File: src/rtl/instr_enc_pkg.sv
// Shared encoding constants for the MIPS subset: op-class codes, opcodes, funct codes
// and field-packing helpers used by both the encoder and the opcode decoder.
package instr_enc_pkg;

  typedef enum logic [3:0] {
    OP_ADDU = 4'd0,
    OP_SUBU = 4'd1,
    OP_ORI  = 4'd2,
    OP_LW   = 4'd3,
    OP_SW   = 4'd4,
    OP_BEQ  = 4'd5,
    OP_LUI  = 4'd6,
    OP_J    = 4'd7,
    OP_JAL  = 4'd8,
    OP_JR   = 4'd9,
    OP_SLL  = 4'd10
  } op_e;

  localparam logic [5:0] OPC_RTYPE = 6'h00;
  localparam logic [5:0] OPC_ORI   = 6'h0D;
  localparam logic [5:0] OPC_LW    = 6'h23;
  localparam logic [5:0] OPC_SW    = 6'h2B;
  localparam logic [5:0] OPC_BEQ   = 6'h04;
  localparam logic [5:0] OPC_LUI   = 6'h0F;
  localparam logic [5:0] OPC_J     = 6'h02;
  localparam logic [5:0] OPC_JAL   = 6'h03;

  localparam logic [5:0] FN_ADDU = 6'h21;
  localparam logic [5:0] FN_SUBU = 6'h23;
  localparam logic [5:0] FN_SLL  = 6'h00;
  localparam logic [5:0] FN_JR   = 6'h08;

  localparam logic [31:0] BASE_ADDR_DEFAULT = 32'h0000_3000;

  typedef struct packed {
    logic [31:0] addr;
    logic [31:0] word;
  } fifo_entry_t;

  function automatic logic [31:0] rtype(input logic [4:0] rs, input logic [4:0] rt,
                                        input logic [4:0] rd, input logic [4:0] shamt,
                                        input logic [5:0] funct);
    return {OPC_RTYPE, rs, rt, rd, shamt, funct};
  endfunction

  function automatic logic [31:0] itype(input logic [5:0] opc, input logic [4:0] rs,
                                        input logic [4:0] rt, input logic [15:0] imm);
    return {opc, rs, rt, imm};
  endfunction

endpackage

File: src/rtl/instr_stream_encoder_if.sv
// Request and memory-loader handshake bundle for the instruction stream encoder.
interface instr_stream_encoder_if;
  logic        in_valid;
  logic        in_ready;
  logic [3:0]  in_op;
  logic [4:0]  in_rs;
  logic [4:0]  in_rt;
  logic [4:0]  in_rd;
  logic [4:0]  in_shamt;
  logic [15:0] in_imm;
  logic [25:0] in_target;
  logic        out_valid;
  logic        out_ready;
  logic [31:0] out_addr;
  logic [31:0] out_word;

  modport master (
    output in_valid, in_op, in_rs, in_rt, in_rd, in_shamt, in_imm, in_target, out_ready,
    input  in_ready, out_valid, out_addr, out_word
  );

  modport slave (
    input  in_valid, in_op, in_rs, in_rt, in_rd, in_shamt, in_imm, in_target, out_ready,
    output in_ready, out_valid, out_addr, out_word
  );
endinterface

File: src/rtl/instr_word_pack.sv
// Combinational packer: turns an op class plus raw fields into a 32-bit MIPS word,
// zeroing fields the instruction does not use, and flags illegal op classes.
module instr_word_pack
  import instr_enc_pkg::*;
(
  input  logic [3:0]  op,
  input  logic [4:0]  rs,
  input  logic [4:0]  rt,
  input  logic [4:0]  rd,
  input  logic [4:0]  shamt,
  input  logic [15:0] imm,
  input  logic [25:0] target,
  output logic [31:0] word,
  output logic        legal
);

  always_comb begin
    word  = '0;
    legal = 1'b1;
    case (op)
      OP_ADDU: word = rtype(rs, rt, rd, 5'd0, FN_ADDU);
      OP_SUBU: word = rtype(rs, rt, rd, 5'd0, FN_SUBU);
      OP_SLL:  word = rtype(5'd0, rt, rd, shamt, FN_SLL);
      OP_JR:   word = rtype(rs, 5'd0, 5'd0, 5'd0, FN_JR);
      OP_ORI:  word = itype(OPC_ORI, rs, rt, imm);
      OP_LW:   word = itype(OPC_LW, rs, rt, imm);
      OP_SW:   word = itype(OPC_SW, rs, rt, imm);
      OP_BEQ:  word = itype(OPC_BEQ, rs, rt, imm);
      OP_LUI:  word = itype(OPC_LUI, 5'd0, rt, imm);
      OP_J:    word = {OPC_J, target};
      OP_JAL:  word = {OPC_JAL, target};
      default: legal = 1'b0;
    endcase
  end

endmodule

File: src/rtl/instr_stream_encoder.sv
// Encodes instruction requests, buffers {address, word} pairs in a small FIFO and
// streams them to the instruction-memory loader at sequential word addresses.
module instr_stream_encoder
  import instr_enc_pkg::*;
#(
  parameter int          DEPTH     = 4,
  parameter logic [31:0] BASE_ADDR = BASE_ADDR_DEFAULT,
  parameter int          MAX_WORDS = 1024,
  localparam int         WAW       = $clog2(MAX_WORDS + 1)
) (
  input  logic                   clk,
  input  logic                   reset,
  input  logic                   clear,
  instr_stream_encoder_if.slave  bus,
  output logic [WAW-1:0]         words_accepted,
  output logic                   mem_full,
  output logic                   bad_op
);

  localparam int AW = $clog2(DEPTH);

  logic [AW:0]     wr_ptr_reg, rd_ptr_reg, wr_ptr_next, rd_ptr_next;
  logic [31:0]     addr_ctr_reg;
  logic [WAW-1:0]  words_reg;
  logic            bad_op_reg;
  fifo_entry_t     mem [DEPTH];
  fifo_entry_t     head_reg, head_next, push_entry;
  logic [31:0]     packed_word;
  logic            legal;
  logic            fifo_empty, fifo_full, in_ready_int, accept, push, pop;

  instr_word_pack u_pack (
    .op     (bus.in_op),
    .rs     (bus.in_rs),
    .rt     (bus.in_rt),
    .rd     (bus.in_rd),
    .shamt  (bus.in_shamt),
    .imm    (bus.in_imm),
    .target (bus.in_target),
    .word   (packed_word),
    .legal  (legal)
  );

  assign fifo_empty   = (wr_ptr_reg == rd_ptr_reg);
  assign fifo_full    = (wr_ptr_reg[AW] != rd_ptr_reg[AW]) &&
                        (wr_ptr_reg[AW-1:0] == rd_ptr_reg[AW-1:0]);
  assign mem_full     = (words_reg == WAW'(MAX_WORDS));
  assign in_ready_int = !fifo_full && !mem_full;
  assign accept       = bus.in_valid && in_ready_int;
  assign push         = accept && legal;
  assign pop          = !fifo_empty && bus.out_ready;
  assign push_entry   = '{addr: addr_ctr_reg, word: packed_word};

  // The head register is loaded from the post-update read pointer, forwarding the
  // entry being written when it lands in the slot that becomes the new head.
  always_comb begin
    wr_ptr_next = wr_ptr_reg + (AW + 1)'(push);
    rd_ptr_next = rd_ptr_reg + (AW + 1)'(pop);
    head_next   = '0;
    if (wr_ptr_next != rd_ptr_next) begin
      if (push && (wr_ptr_reg[AW-1:0] == rd_ptr_next[AW-1:0]))
        head_next = push_entry;
      else
        head_next = mem[rd_ptr_next[AW-1:0]];
    end
  end

  always_ff @(posedge clk) begin
    if (push)
      mem[wr_ptr_reg[AW-1:0]] <= push_entry;
  end

  always_ff @(posedge clk or posedge reset) begin
    if (reset) begin
      wr_ptr_reg   <= '0;
      rd_ptr_reg   <= '0;
      head_reg     <= '0;
      addr_ctr_reg <= BASE_ADDR;
      words_reg    <= '0;
      bad_op_reg   <= 1'b0;
    end else if (clear) begin
      wr_ptr_reg   <= '0;
      rd_ptr_reg   <= '0;
      head_reg     <= '0;
      addr_ctr_reg <= BASE_ADDR;
      words_reg    <= '0;
      bad_op_reg   <= 1'b0;
    end else begin
      wr_ptr_reg <= wr_ptr_next;
      rd_ptr_reg <= rd_ptr_next;
      head_reg   <= head_next;
      if (push) begin
        addr_ctr_reg <= addr_ctr_reg + 32'd4;
        words_reg    <= words_reg + WAW'(1);
      end
      if (accept && !legal)
        bad_op_reg <= 1'b1;
    end
  end

  assign bus.in_ready    = in_ready_int;
  assign bus.out_valid   = !fifo_empty;
  assign bus.out_addr    = head_reg.addr;
  assign bus.out_word    = head_reg.word;
  assign words_accepted  = words_reg;
  assign bad_op          = bad_op_reg;

endmodule

File: src/flat_wrapper.sv
// flat-port wrapper written by rule: the top's interface ports become plain ports
module instr_stream_encoder_flat import instr_enc_pkg::*;
#(
  parameter int          DEPTH     = 4,
  parameter logic [31:0] BASE_ADDR = BASE_ADDR_DEFAULT,
  parameter int          MAX_WORDS = 1024,
  localparam int         WAW       = $clog2(MAX_WORDS + 1)
)
  (clk, reset, clear, words_accepted, mem_full, bad_op, bus_in_valid, bus_in_op, bus_in_rs, bus_in_rt, bus_in_rd, bus_in_shamt, bus_in_imm, bus_in_target, bus_out_ready, bus_in_ready, bus_out_valid, bus_out_addr, bus_out_word);
  instr_stream_encoder_if bus_i ();
  input  logic clk;
  input  logic reset;
  input  logic clear;
  output logic [WAW-1:0] words_accepted;
  output logic mem_full;
  output logic bad_op;
  input wire logic [$bits(bus_i.in_valid)-1:0] bus_in_valid;
  input wire logic [$bits(bus_i.in_op)-1:0] bus_in_op;
  input wire logic [$bits(bus_i.in_rs)-1:0] bus_in_rs;
  input wire logic [$bits(bus_i.in_rt)-1:0] bus_in_rt;
  input wire logic [$bits(bus_i.in_rd)-1:0] bus_in_rd;
  input wire logic [$bits(bus_i.in_shamt)-1:0] bus_in_shamt;
  input wire logic [$bits(bus_i.in_imm)-1:0] bus_in_imm;
  input wire logic [$bits(bus_i.in_target)-1:0] bus_in_target;
  input wire logic [$bits(bus_i.out_ready)-1:0] bus_out_ready;
  output wire logic [$bits(bus_i.in_ready)-1:0] bus_in_ready;
  output wire logic [$bits(bus_i.out_valid)-1:0] bus_out_valid;
  output wire logic [$bits(bus_i.out_addr)-1:0] bus_out_addr;
  output wire logic [$bits(bus_i.out_word)-1:0] bus_out_word;
  assign bus_i.in_valid = bus_in_valid;
  assign bus_i.in_op = bus_in_op;
  assign bus_i.in_rs = bus_in_rs;
  assign bus_i.in_rt = bus_in_rt;
  assign bus_i.in_rd = bus_in_rd;
  assign bus_i.in_shamt = bus_in_shamt;
  assign bus_i.in_imm = bus_in_imm;
  assign bus_i.in_target = bus_in_target;
  assign bus_i.out_ready = bus_out_ready;
  assign bus_in_ready = bus_i.in_ready;
  assign bus_out_valid = bus_i.out_valid;
  assign bus_out_addr = bus_i.out_addr;
  assign bus_out_word = bus_i.out_word;
  instr_stream_encoder #(.DEPTH(DEPTH), .BASE_ADDR(BASE_ADDR), .MAX_WORDS(MAX_WORDS)) u_core (.clk(clk), .reset(reset), .clear(clear), .bus(bus_i), .words_accepted(words_accepted), .mem_full(mem_full), .bad_op(bad_op));
endmodule
File: config.mk
export PLATFORM = sky130hd
export DESIGN_NAME = instr_stream_encoder_flat
export DESIGN_NICKNAME = d
export VERILOG_FILES = /design/src/rtl/instr_enc_pkg.sv /design/src/rtl/instr_stream_encoder_if.sv /design/src/rtl/instr_word_pack.sv /design/src/rtl/instr_stream_encoder.sv /design/src/flat_wrapper.sv
export SDC_FILE = /design/constraint.sdc
export NUM_CORES = 1
export LEC_CHECK = 0
export ABC_AREA = 1
export CAP_MARGIN = 20
export CORE_MARGIN = 1.5
export CORE_UTILIZATION = 52
export CTS_CLUSTER_SIZE = 20
export DETAILED_ROUTE_END_ITERATION = 16
export GPL_TIMING_DRIVEN = 0
export PLACE_DENSITY = 0.76
export SLEW_MARGIN = 25
export SYNTH_ARGS = -nofsm -noshare
export SYNTH_HDL_FRONTEND = slang
export SYNTH_SLANG_ARGS = --single-unit
File: constraint.sdc
create_clock -name clk -period 5.9 [get_ports clk]
set_clock_uncertainty 0.2 [all_clocks]
set_input_delay 1.18 -clock clk [delete_from_list [all_inputs] [get_ports clk]]
set_output_delay 1.18 -clock clk [all_outputs]
set_load 0.01 [all_outputs]
== Word level (Yosys, flattened, before mapping) ==
Memory sizes are Yosys's and may differ from the RTL's.
Cells that the tools add are included.
Storage, ports and cells
  register bits: 114
  output and inout bits: 79
  memories: 1
  bits of input ports: 71
  bits in writable memories: 256
  logic and storage cells: 58
Cells by class
  reductions and logical operators: 15
  muxes and demuxes: 15
  eq/ne operators: 16
  add/subtract/negate cells: 4
Memories
  u_core.mem: words 4, width 64, rd ports 1, clocked after memory_dff 0, write ports 1, line instr_stream_encoder.sv:26  | fifo_entry_t mem [DEPTH];
Operator list (number)
  $pmux W32 S11: 1
  $mux W64: 3
  $mux W32: 2
  $add A32 B3 Y32 const B: 1
  $mux W11: 2
  $eq A4 B3 Y1 const B: 4
  $eq A4 B4 Y1 const B: 3
  $add A11 B1 Y11 const B: 1
  $eq A11 B11 Y1 const B: 1
  $reduce_or A11 Y1: 1
  $eq A4 B2 Y1 const B: 2
  $logic_and A1 B1 Y1: 7
  $add A3 B1 Y3: 2
  $mux W3: 2
  $mux W1: 5
  $eq A2 B2 Y1: 2
  $eq A4 B1 Y1 const B: 1
  $logic_not A1 Y1: 4
  $logic_not A4 Y1: 1
  $reduce_bool A2 Y1: 2
  $eq A3 B3 Y1: 1
  $ne A3 B3 Y1: 1
  $ne A1 B1 Y1: 1

== Depth between registers and ports, before layout ==
Gate-level depths: netlist of run 1.
  depth in word-level cells: 10
  depth in mapped cells: 19
  mapped depth without buffers: 16

== By module ==
Synthesis of run 1 repeated with hierarchy kept, for this count alone.
Unflattened totals
  cells, all modules: 1685
  area total of the unflattened synthesis: 16251.8 um^2
Modules (own cells, without submodules)
  instr_stream_encoder: cells each 1461, sequential area each 10227.3 um^2, instances 1, area each 15283.4 um^2
  instr_word_pack: cells each 224, sequential area each 0.0 um^2, instances 1, area each 968.4 um^2

== Worst setup path after synthesis of run 1 ==
OpenSTA, ideal clock, no wires.
  kind: input to register
  start: input bus_in_op[0]
  end: memory u_core.mem[2][0] (netlist bit), enable pin
  path buffers: 0
  required time: 5145 ps
  setup slack: -624 ps
  setup time: 555 ps
  data arrival time: 5768 ps
  cell stages on the path: 5
  path through: nand2_2 -> a21oi_2 -> inv_2 -> nand3_4 -> nor3_1
On the way
  cells in the longest elaborated chain, start to end: 6
  elaborated cells on any way between the ends: 16
  those cells by class: eq/ne: 10; mux: 3; reduce/logical: 3
Ends and longest elaborated chain
  start: declaration: line flat_wrapper.sv:18  | input wire logic [$bits(bus_i.in_op)-1:0] bus_in_op;
  $eq A4 B4 Y1 (tied with other cells): line instr_word_pack.sv:20  | case (op)
  $reduce_or A11 Y1 (no source line) (*)
  $mux W1 (*): line instr_word_pack.sv:20
  $logic_and A1 B1 Y1 (*): line instr_stream_encoder.sv:50  | assign push = accept && legal;
  $mux W1 (*): line instr_stream_encoder.sv:69  | if (push)
  $mux W1 (not written as such) (*): line instr_stream_encoder.sv:70  | mem[wr_ptr_reg[AW-1:0]] <= push_entry;
  end: declaration: line instr_stream_encoder.sv:26
Every way passes the cells marked *; elsewhere a longest branch is shown, timed or not.

== Worst setup path in the final report of run 1 ==
  start: input bus_in_op[1]
  end: register u_core.head_reg (netlist bit u_core.bus.out_word[26])
On the way
  cells in the longest elaborated chain, start to end: 8
  elaborated cells on any way between the ends: 21
  those cells by class: add/sub: 1; eq/ne: 11; mux: 5; reduce/logical: 4
Ends and longest elaborated chain
  $eq A4 B4 Y1 (tied with other cells): line instr_word_pack.sv:20
  $reduce_or A11 Y1 (no source line)
  $mux W1: line instr_word_pack.sv:20
  $logic_and A1 B1 Y1: line instr_stream_encoder.sv:50
  $add A3 B1 Y3 or $logic_and A1 B1 Y1 (tied branches): line instr_stream_encoder.sv:57, instr_stream_encoder.sv:61
  $ne A3 B3 Y1 or $mux W64 (tied branches): line instr_stream_encoder.sv:60, instr_stream_encoder.sv:61
  $mux W64 (*): line instr_stream_encoder.sv:60  | if (wr_ptr_next != rd_ptr_next) begin
  $mux W64 (*): line instr_stream_encoder.sv:81  | end else if (clear) begin
  end signal: assignment: line instr_stream_encoder.sv:91  | head_reg <= head_next;
  end: declaration: line instr_stream_encoder.sv:27  | fifo_entry_t head_reg, head_next, push_entry;
Marks and branches as above.
A chain may end at the register's enable or synchronous reset.

==> results of run 1 <==
## metrics by stage
stage	TNS, ns	power [uW]	setup WS, ns
after floorplan	-152.09	4003	-0.6236
after global placement	-1183.57	4750	-4.771
after detailed placement	0	4798	1.356
after CTS	0	7099	1.864
after global routing	0	7384	1.617
final	0	7096	1.803
## worst register-to-register path: cells and delay by family, from the launching register on
kind	cells	cell delay (ns)
XOR/XNOR	1	0.15
AND/OR/NAND/NOR	8	0.97
AO/OA/AOI/OAI	2	0.33
buffers and inverters	4	0.85
adder cells (fa/ha/maj)	3	0.68
flip-flops	1	0.48
## how the worst min path moves through the flow
stage / startpoint / endpoint / cells after the start
2_1_floorplan: u_core.addr_ctr_reg[13] / u_core.addr_ctr_reg[13] / 2
3_3_place_gp: u_core.addr_ctr_reg[12] / u_core.addr_ctr_reg[12] / 2
3_5_place_dp: u_core.addr_ctr_reg[12] / u_core.addr_ctr_reg[12] / 2
4_1_cts: u_core.addr_ctr_reg[12] / u_core.addr_ctr_reg[12] / 2
5_1_grt: u_core.addr_ctr_reg[12] / u_core.addr_ctr_reg[12] / 2
6_report: u_core.addr_ctr_reg[12] / u_core.addr_ctr_reg[12] / 2
## power by group through the flow
| stage | Combinational, uW | Clock, uW | Sequential [uW] |
|---|---|---|---|
| after global routing | 2020 | 2430 | 2930 |
| final | 1860 | 2320 | 2920 |
| after detailed placement | 1830 | 0 | 2970 |
| after CTS | 1850 | 2340 | 2920 |
| after global placement | 1770 | 0 | 2980 |
| after floorplan | 969 | 0 | 3030 |
## kinds of logic after synthesis
kind of cell	Yosys count
XOR/XNOR	12
AO/OA/AOI/OAI	235
AND/OR/NAND/NOR	798
flip-flops	354
adder cells (fa/ha/maj)	7
other	1
buffers and inverters	182
## cell type report
| type | count | area, sq um | share of cell area |
|---|---|---|---|
| inverter | 102 | 390.4 | 0.02032 |
| sequential | 354 | 10080 | 0.5249 |
| clock inverter | 19 | 175.2 | 0.009119 |
| clock buffer | 49 | 1044 | 0.05433 |
| buffer | 80 | 415.4 | 0.02163 |
| tap | 390 | 488.0 | 0.02540 |
| timing repair buffer | 183 | 1792 | 0.09328 |
| multi-input combinational | 1054 | 4822 | 0.2510 |
## metal layers
layer	track usage	part of all wire	vias to the layer above
met4	0.1049	0.033	0
met2	0.4708	0.49	676
met3	0.03759	0.083	115
met1	0.3721	0.39	6092
li1	-	-	5832
met5	0	0	-
## Yosys cell counts
master / count / area (sq um)
nor2_1: 329 / 1235
nand2_1: 311 / 1167
edfxtp_1: 244 / 7327
o21ai_0: 146 / 730.7
nand3_1: 109 / 545.5
dfrtp_1: 108 / 2703
inv_1: 92 / 345.3
o22ai_1: 53 / 331.6
clkbuf_1: 37 / 138.9
buf_2: 26 / 130.1
nand4_1: 25 / 156.4
a21oi_1: 23 / 115.1
xor2_1: 11 / 96.34
buf_6: 10 / 112.6
inv_2: 10 / 37.54
nor3_1: 10 / 50.05
a32o_1: 8 / 80.08
ha_1: 7 / 87.58
buf_1: 5 / 18.77
nor2_2: 3 / 18.77
nor2_4: 3 / 33.78
o21a_1: 3 / 22.52
buf_4: 2 / 15.01
dfstp_2: 2 / 52.55
nand2_2: 2 / 12.51
nor2_8: 2 / 40.04
a21oi_2: 1 / 8.760
a31oi_1: 1 / 6.260
and2_1: 1 / 6.260
conb_1: 1 / 3.750
nand2_4: 1 / 11.26
nand3_4: 1 / 17.52
nand4_2: 1 / 12.51
xnor2_1: 1 / 8.760
==> summary.txt, run 1 <==
Outcome
  – Run status: complete, no violations

Yosys
  – Main combinational cell family by area after synthesis: simple AND/OR/NAND/NOR gates
  – XOR/XNOR share of the synthesized area: 0.006703
  – Post-synth cell types: 34
  – Simple-gate area share of the yosys netlist: 0.2109
  – Yosys reg bits: 354
  – Synthesized area: 15680 sq um
  – Post-Synth Adder-Cell Area: 0.005586
  – Compound-cell area share of the yosys netlist: 0.08260
  – Mapped Avg Cell Area: 9.867 sq um
  – Mux cell area share after synthesis: 0
  – Yosys Warn Count: 0
  – Synth Instances: 1589
  – Post-synthesis sequential area ratio: 0.6430

Critical path
  – Worst R2R Path Depth: 18
  – Register-to-register setup slack: 2.14 ns
  – Crit Path Max Fanout: 10
  – Crit end category: flip-flop
  – Critical path's largest stage delay: 0.64 ns
  – End of the critical path: u_core.bus.out_word[26]
  – Slowest CP cell: clkdlybuf4s50_1
  – Req. time, crit path: 6.11 ns
  – Critical path's top delay family: buffers and inverters
  – CP bufs+invs: 4
  – Cell count along the critical path: 15
  – CP cell instances: clkdlybuf4s50_1 > nand2_2 > a21oi_2 > nor2_4 > buf_2 > ha_1 > ha_1 > xor2_1 > a21oi_1 > nand2_1 > o21ai_0 > inv_2 > buf_2 > nand2_1 > nor2_1
  – Crit path arrival time: 4.30 ns
  – Reg2reg start: u_core.words_accepted[0]
  – CP startpoint: bus_in_op[1]
  – Reg2Reg Capture Point: u_core.bus.out_word[26]
  – Worst Setup Start Kind: input port
  – Crit Path Category: input port to flip-flop

Power
  – Switching portion of total power: 0.3082
  – Combinational power share: 0.262
  – Pleak: 0.007661 uW
  – Internal power: 4909 uW
  – Sequential Power Share: 0.411
  – Clock share of power: 0.327
  – P_sw: 2187 uW
  – Power Density: 369.4 nW/um^2
  – Peak supply drop: 0.0002220 V

Timing
  – Final setup vio count: 0
  – RSZ-0062 raised after global routing: no
  – Least-Margin Pin Slew: 0.8912 ns
  – Slew headroom: 0.4019
  – Final hold vios: 0
  – Fin crit share: 0.6944
  – Max-slew violations: 0
  – Final critical-path required period: 4.097 ns
  – Fin Hold WS: 0.3443 ns
  – FMAX: 0.2441 GHz

Finish
  – Most common cell after layout, fill and taps aside: nor2_1
  – Final nets: 1890
  – Diode count: 0
  – Fin area: 19210 sq um
  – Final core utilization: 0.6481
  – Layout fillers: 2340
  – Commonest cells after routing, fill and taps aside: 329 x nor2_1, 311 x nand2_1, 244 x edfxtp_1, 147 x clkdlybuf4s50_1, 145 x o21ai_0
  – Area grow syn2layout: 22.51%
  – Share of cells above drive strength 1: 0.08691
  – Max reg flops: 244
  – Non-Filler Instances: 2231

Floorplanning
  – Die X: 176.6 um
  – Starting Density: 0.5290
  – I/O pin total: 150
  – Cell row count: 63
  – Die Y-Extent: 176.6 um
  – Die ar.: 31200 sq um
  – CORE AREA: 29640 sq um

Placement
  – Routability congestion estimate from global placement: 0.9353
  – Inst Count DP: 2163
  – HPWL Detailed: 30200 um
  – Buffers on Ports: 147
  – DP Area: 17990 sq um

Global routing
  – Total GRT Usage: 0.2798
  – Initial antenna violation count: 0
  – Vias in the first global route: 12.24k
  – Largest net degree at the start of global routing: 91
  – GRT overflow: 0
  – First-pass GRT wire length: 66810 um

Route
  – Via Count: 12.72k
  – Drt total wl: 43240 um
  – Drt pass-1 iters: 6
  – DRC: 0
  – ANT nets after route: 0
  – Routed len/inst: 19.38 um
  – Initial DRC Count: 1378
  – Vias per inst: 5.699

Clock network
  – CTS Sinks: 354
  – Worst-Skew Late Latency: 0.53 ns
  – Post-CTS Setup Bufs: 0
  – H-tree levels: 2
  – CTS Hold Buffers Added: 0
  – CTS Root Cell: clkbuf_16
  – CTS tree: built
  – Clk slew on worst S/H paths: 0.06 ns
  – Worst-case clock buffer depth: 3
  – Post-CTS Resized: 0
  – Cts bufs inserted: 37

Flow run
  – Max-Cap Viols: 0

Hold path
  – Hold Crit Class: flip-flop to flip-flop
Note: power is estimated with default switching activity, not from simulation.
==> run 2: changes to the inputs <==
Settings changed: CORE_UTILIZATION 52 to 56, PLACE_DENSITY 0.76 to 0.78.
Clock period 5.9 ns to 4 ns, I/O delays scaled along.
==> run 2 against run 1 <==
First-iteration DRC count shrank 9.9%. Power rose by 49%. Clock-buffer cell count stayed put. Highest routed layer unchanged. Clock power grew 51%. Critical endpoint is now u_core.bus.out_addr[14]. Largest power group unchanged. Largest cell class unchanged.
==> summary.txt, run 2 (synthesized netlist as in run 1, its figures left out) <==
Outcome
  – Run status: complete, no violations

Flow run
  – Max-Cap Viols: 0

Placement
  – Buffers on Ports: 147
  – DP Area: 17960 sq um
  – Routability congestion estimate from global placement: 0.9811
  – Inst Count DP: 2136
  – HPWL Detailed: 30280 um

Critical path
  – Reg2reg start: u_core.wr_ptr_reg[1]
  – Crit end category: flip-flop
  – Crit Path Category: input port to flip-flop
  – Register-to-register setup slack: 0.30 ns
  – Crit Path Max Fanout: 10
  – Worst R2R Path Depth: 16
  – Reg2Reg Capture Point: u_core.bus.out_addr[16]
  – Crit path arrival time: 3.94 ns
  – Req. time, crit path: 4.21 ns
  – Worst Setup Start Kind: input port

Power
  – Pleak: 0.007633 uW
  – Power Density: 549.4 nW/um^2
  – Tot Pwr: 10560 uW
  – Peak supply drop: 0.0003385 V

Clock network
  – CTS tree: built
  – CTS Hold Buffers Added: 0
  – Worst-Skew Late Latency: 0.53 ns
  – H-tree levels: 2
  – CTS Root Cell: clkbuf_16
  – Clk slew on worst S/H paths: 0.06 ns
  – CTS Sinks: 354
  – Cts bufs inserted: 36
  – Worst-case clock buffer depth: 3

Finish
  – Share of cells above drive strength 1: 0.08055
  – Combined area of the multi-input logic cells: 4847 sq um
  – Non-Filler Instances: 2203
  – Area grow syn2layout: 22.56%
  – Diode count: 0
  – Most common cell after layout, fill and taps aside: nor2_1
  – Register area: 10080 sq um
  – Max reg flops: 244
  – Fin area: 19220 sq um
  – Final nets: 1877
  – Final core utilization: 0.6936
  – Commonest cells after routing, fill and taps aside: 329 x nor2_1, 311 x nand2_1, 244 x edfxtp_1, 147 x clkdlybuf4s50_1, 145 x o21ai_0
  – Layout fillers: 2045

Route
  – Vias per inst: 5.773
  – Via Count: 12.72k
  – Routed len/inst: 20.01 um
  – DRC: 0
  – Initial DRC Count: 1241
  – ANT nets after route: 0
  – Drt total wl: 44080 um
  – Drt pass-1 iters: 8

Floorplanning
  – CORE AREA: 27710 sq um
  – Die ar.: 29010 sq um
  – I/O pin total: 150
  – Cell row count: 61
  – Die Y-Extent: 170.3 um
  – Die X: 170.3 um
  – Starting Density: 0.5659

Hold path
  – Hold Crit Class: flip-flop to flip-flop
  – Cells on Worst Hold Path: 2
  – Min-Delay Endpoint: u_core.addr_ctr_reg[12]
  – Hold Crit Start: u_core.addr_ctr_reg[12]

Timing
  – Final setup vio count: 0
  – Fin crit share: 0.9320
  – Slew headroom: 0.3880
  – Fin Hold WS: 0.3463 ns
  – Final critical-path required period: 3.728 ns
  – Least-Margin Pin Slew: 0.9119 ns
  – FMAX: 0.2682 GHz
  – Max-slew violations: 0
  – Final hold vios: 0
  – RSZ-0062 raised after global routing: no

Global routing
  – Met1 Resource Use GR: 0.3846
  – Largest net degree at the start of global routing: 71
  – Grt met3 use: 0.05465
  – First-pass GRT wire length: 67870 um
  – Met2 Use GR: 0.5328
  – GRT overflow: 0
  – Initial antenna violation count: 0
  – Total GRT Usage: 0.3094
  – Most used routing layer: met2
  – Vias in the first global route: 12.43k
-- run 2: cell types whose count changed in the layout (fill, tap and decap cells not counted), sizes merged --
cell      change
buf          -13
clkbuf        +1
inv           -1
clkinvlp      -1
clkinv        -5
bufinv        +3
-- run 2: cell type report --
class | count | area share
flip-flops and latches | 354 | 0.5247
plain buffers | 80 | 0.02175
multi-input cells | 1054 | 0.2522
clock buffers | 49 | 0.05209
repair buffers | 171 | 0.09253
clock inverters | 15 | 0.01179
inverters | 102 | 0.02032
well taps | 378 | 0.02461
-- run 2: power by group --
part | switching [uW] | internal [uW] | total, uW
clock | 1350 | 2140 | 3500
combinational | 1760 | 994 | 2760
sequential | 89.2 | 4220 | 4310
-- run 2: layer usage --
layer,share of wire,routed length (um),up-vias
met3,0.082,3600,113
met1,0.39,17090,6120
met2,0.49,21810,678
li1,-,-,5808
met5,0,0,-
met4,0.036,1583,0
-- run 2: worst max-delay path by stage --
stage,to,cells after the start,start
2_1_floorplan,u_core.mem[0][0],9,u_core.words_accepted[0]
3_3_place_gp,u_core.mem[3][41],6,bus_in_op[1]
3_5_place_dp,u_core.bus.out_word[8],15,bus_in_op[1]
4_1_cts,u_core.bus.out_addr[13],18,u_core.words_accepted[0]
5_1_grt,u_core.bus.out_addr[16],16,u_core.wr_ptr_reg[0]
6_report,u_core.bus.out_addr[14],15,bus_in_op[1]
-- run 2: critical path: stages --
cell	delay [ns]
clkdlybuf4s50_1	0.63
nand2_2	0.15
a21oi_2	0.37
nor2_4	0.08
clkbuf_4	0.22
ha_1	0.22
ha_1	0.31
xor2_1	0.15
a21oi_1	0.06
nand2_1	0.05
o21ai_0	0.08
inv_2	0.19
buf_2	0.30
nand2_1	0.11
nor2_1	0.20
-- run 2: what timing repair did --
action	4_1_cts	5_1_grt
endpoints found under the setup margin	0	7
gates resized for setup	0	1
setup buffers	0	3
-- run 2: metrics by stage --
stage          setup TNS (ns)  worst slack [ns]
6_report                    0            0.2721
5_1_grt                     0           0.09994
4_1_cts                     0            0.2138
3_5_place_dp           -10.74           -0.2579
3_3_place_gp          -904.90            -2.974
2_1_floorplan          -96.22           -0.3944
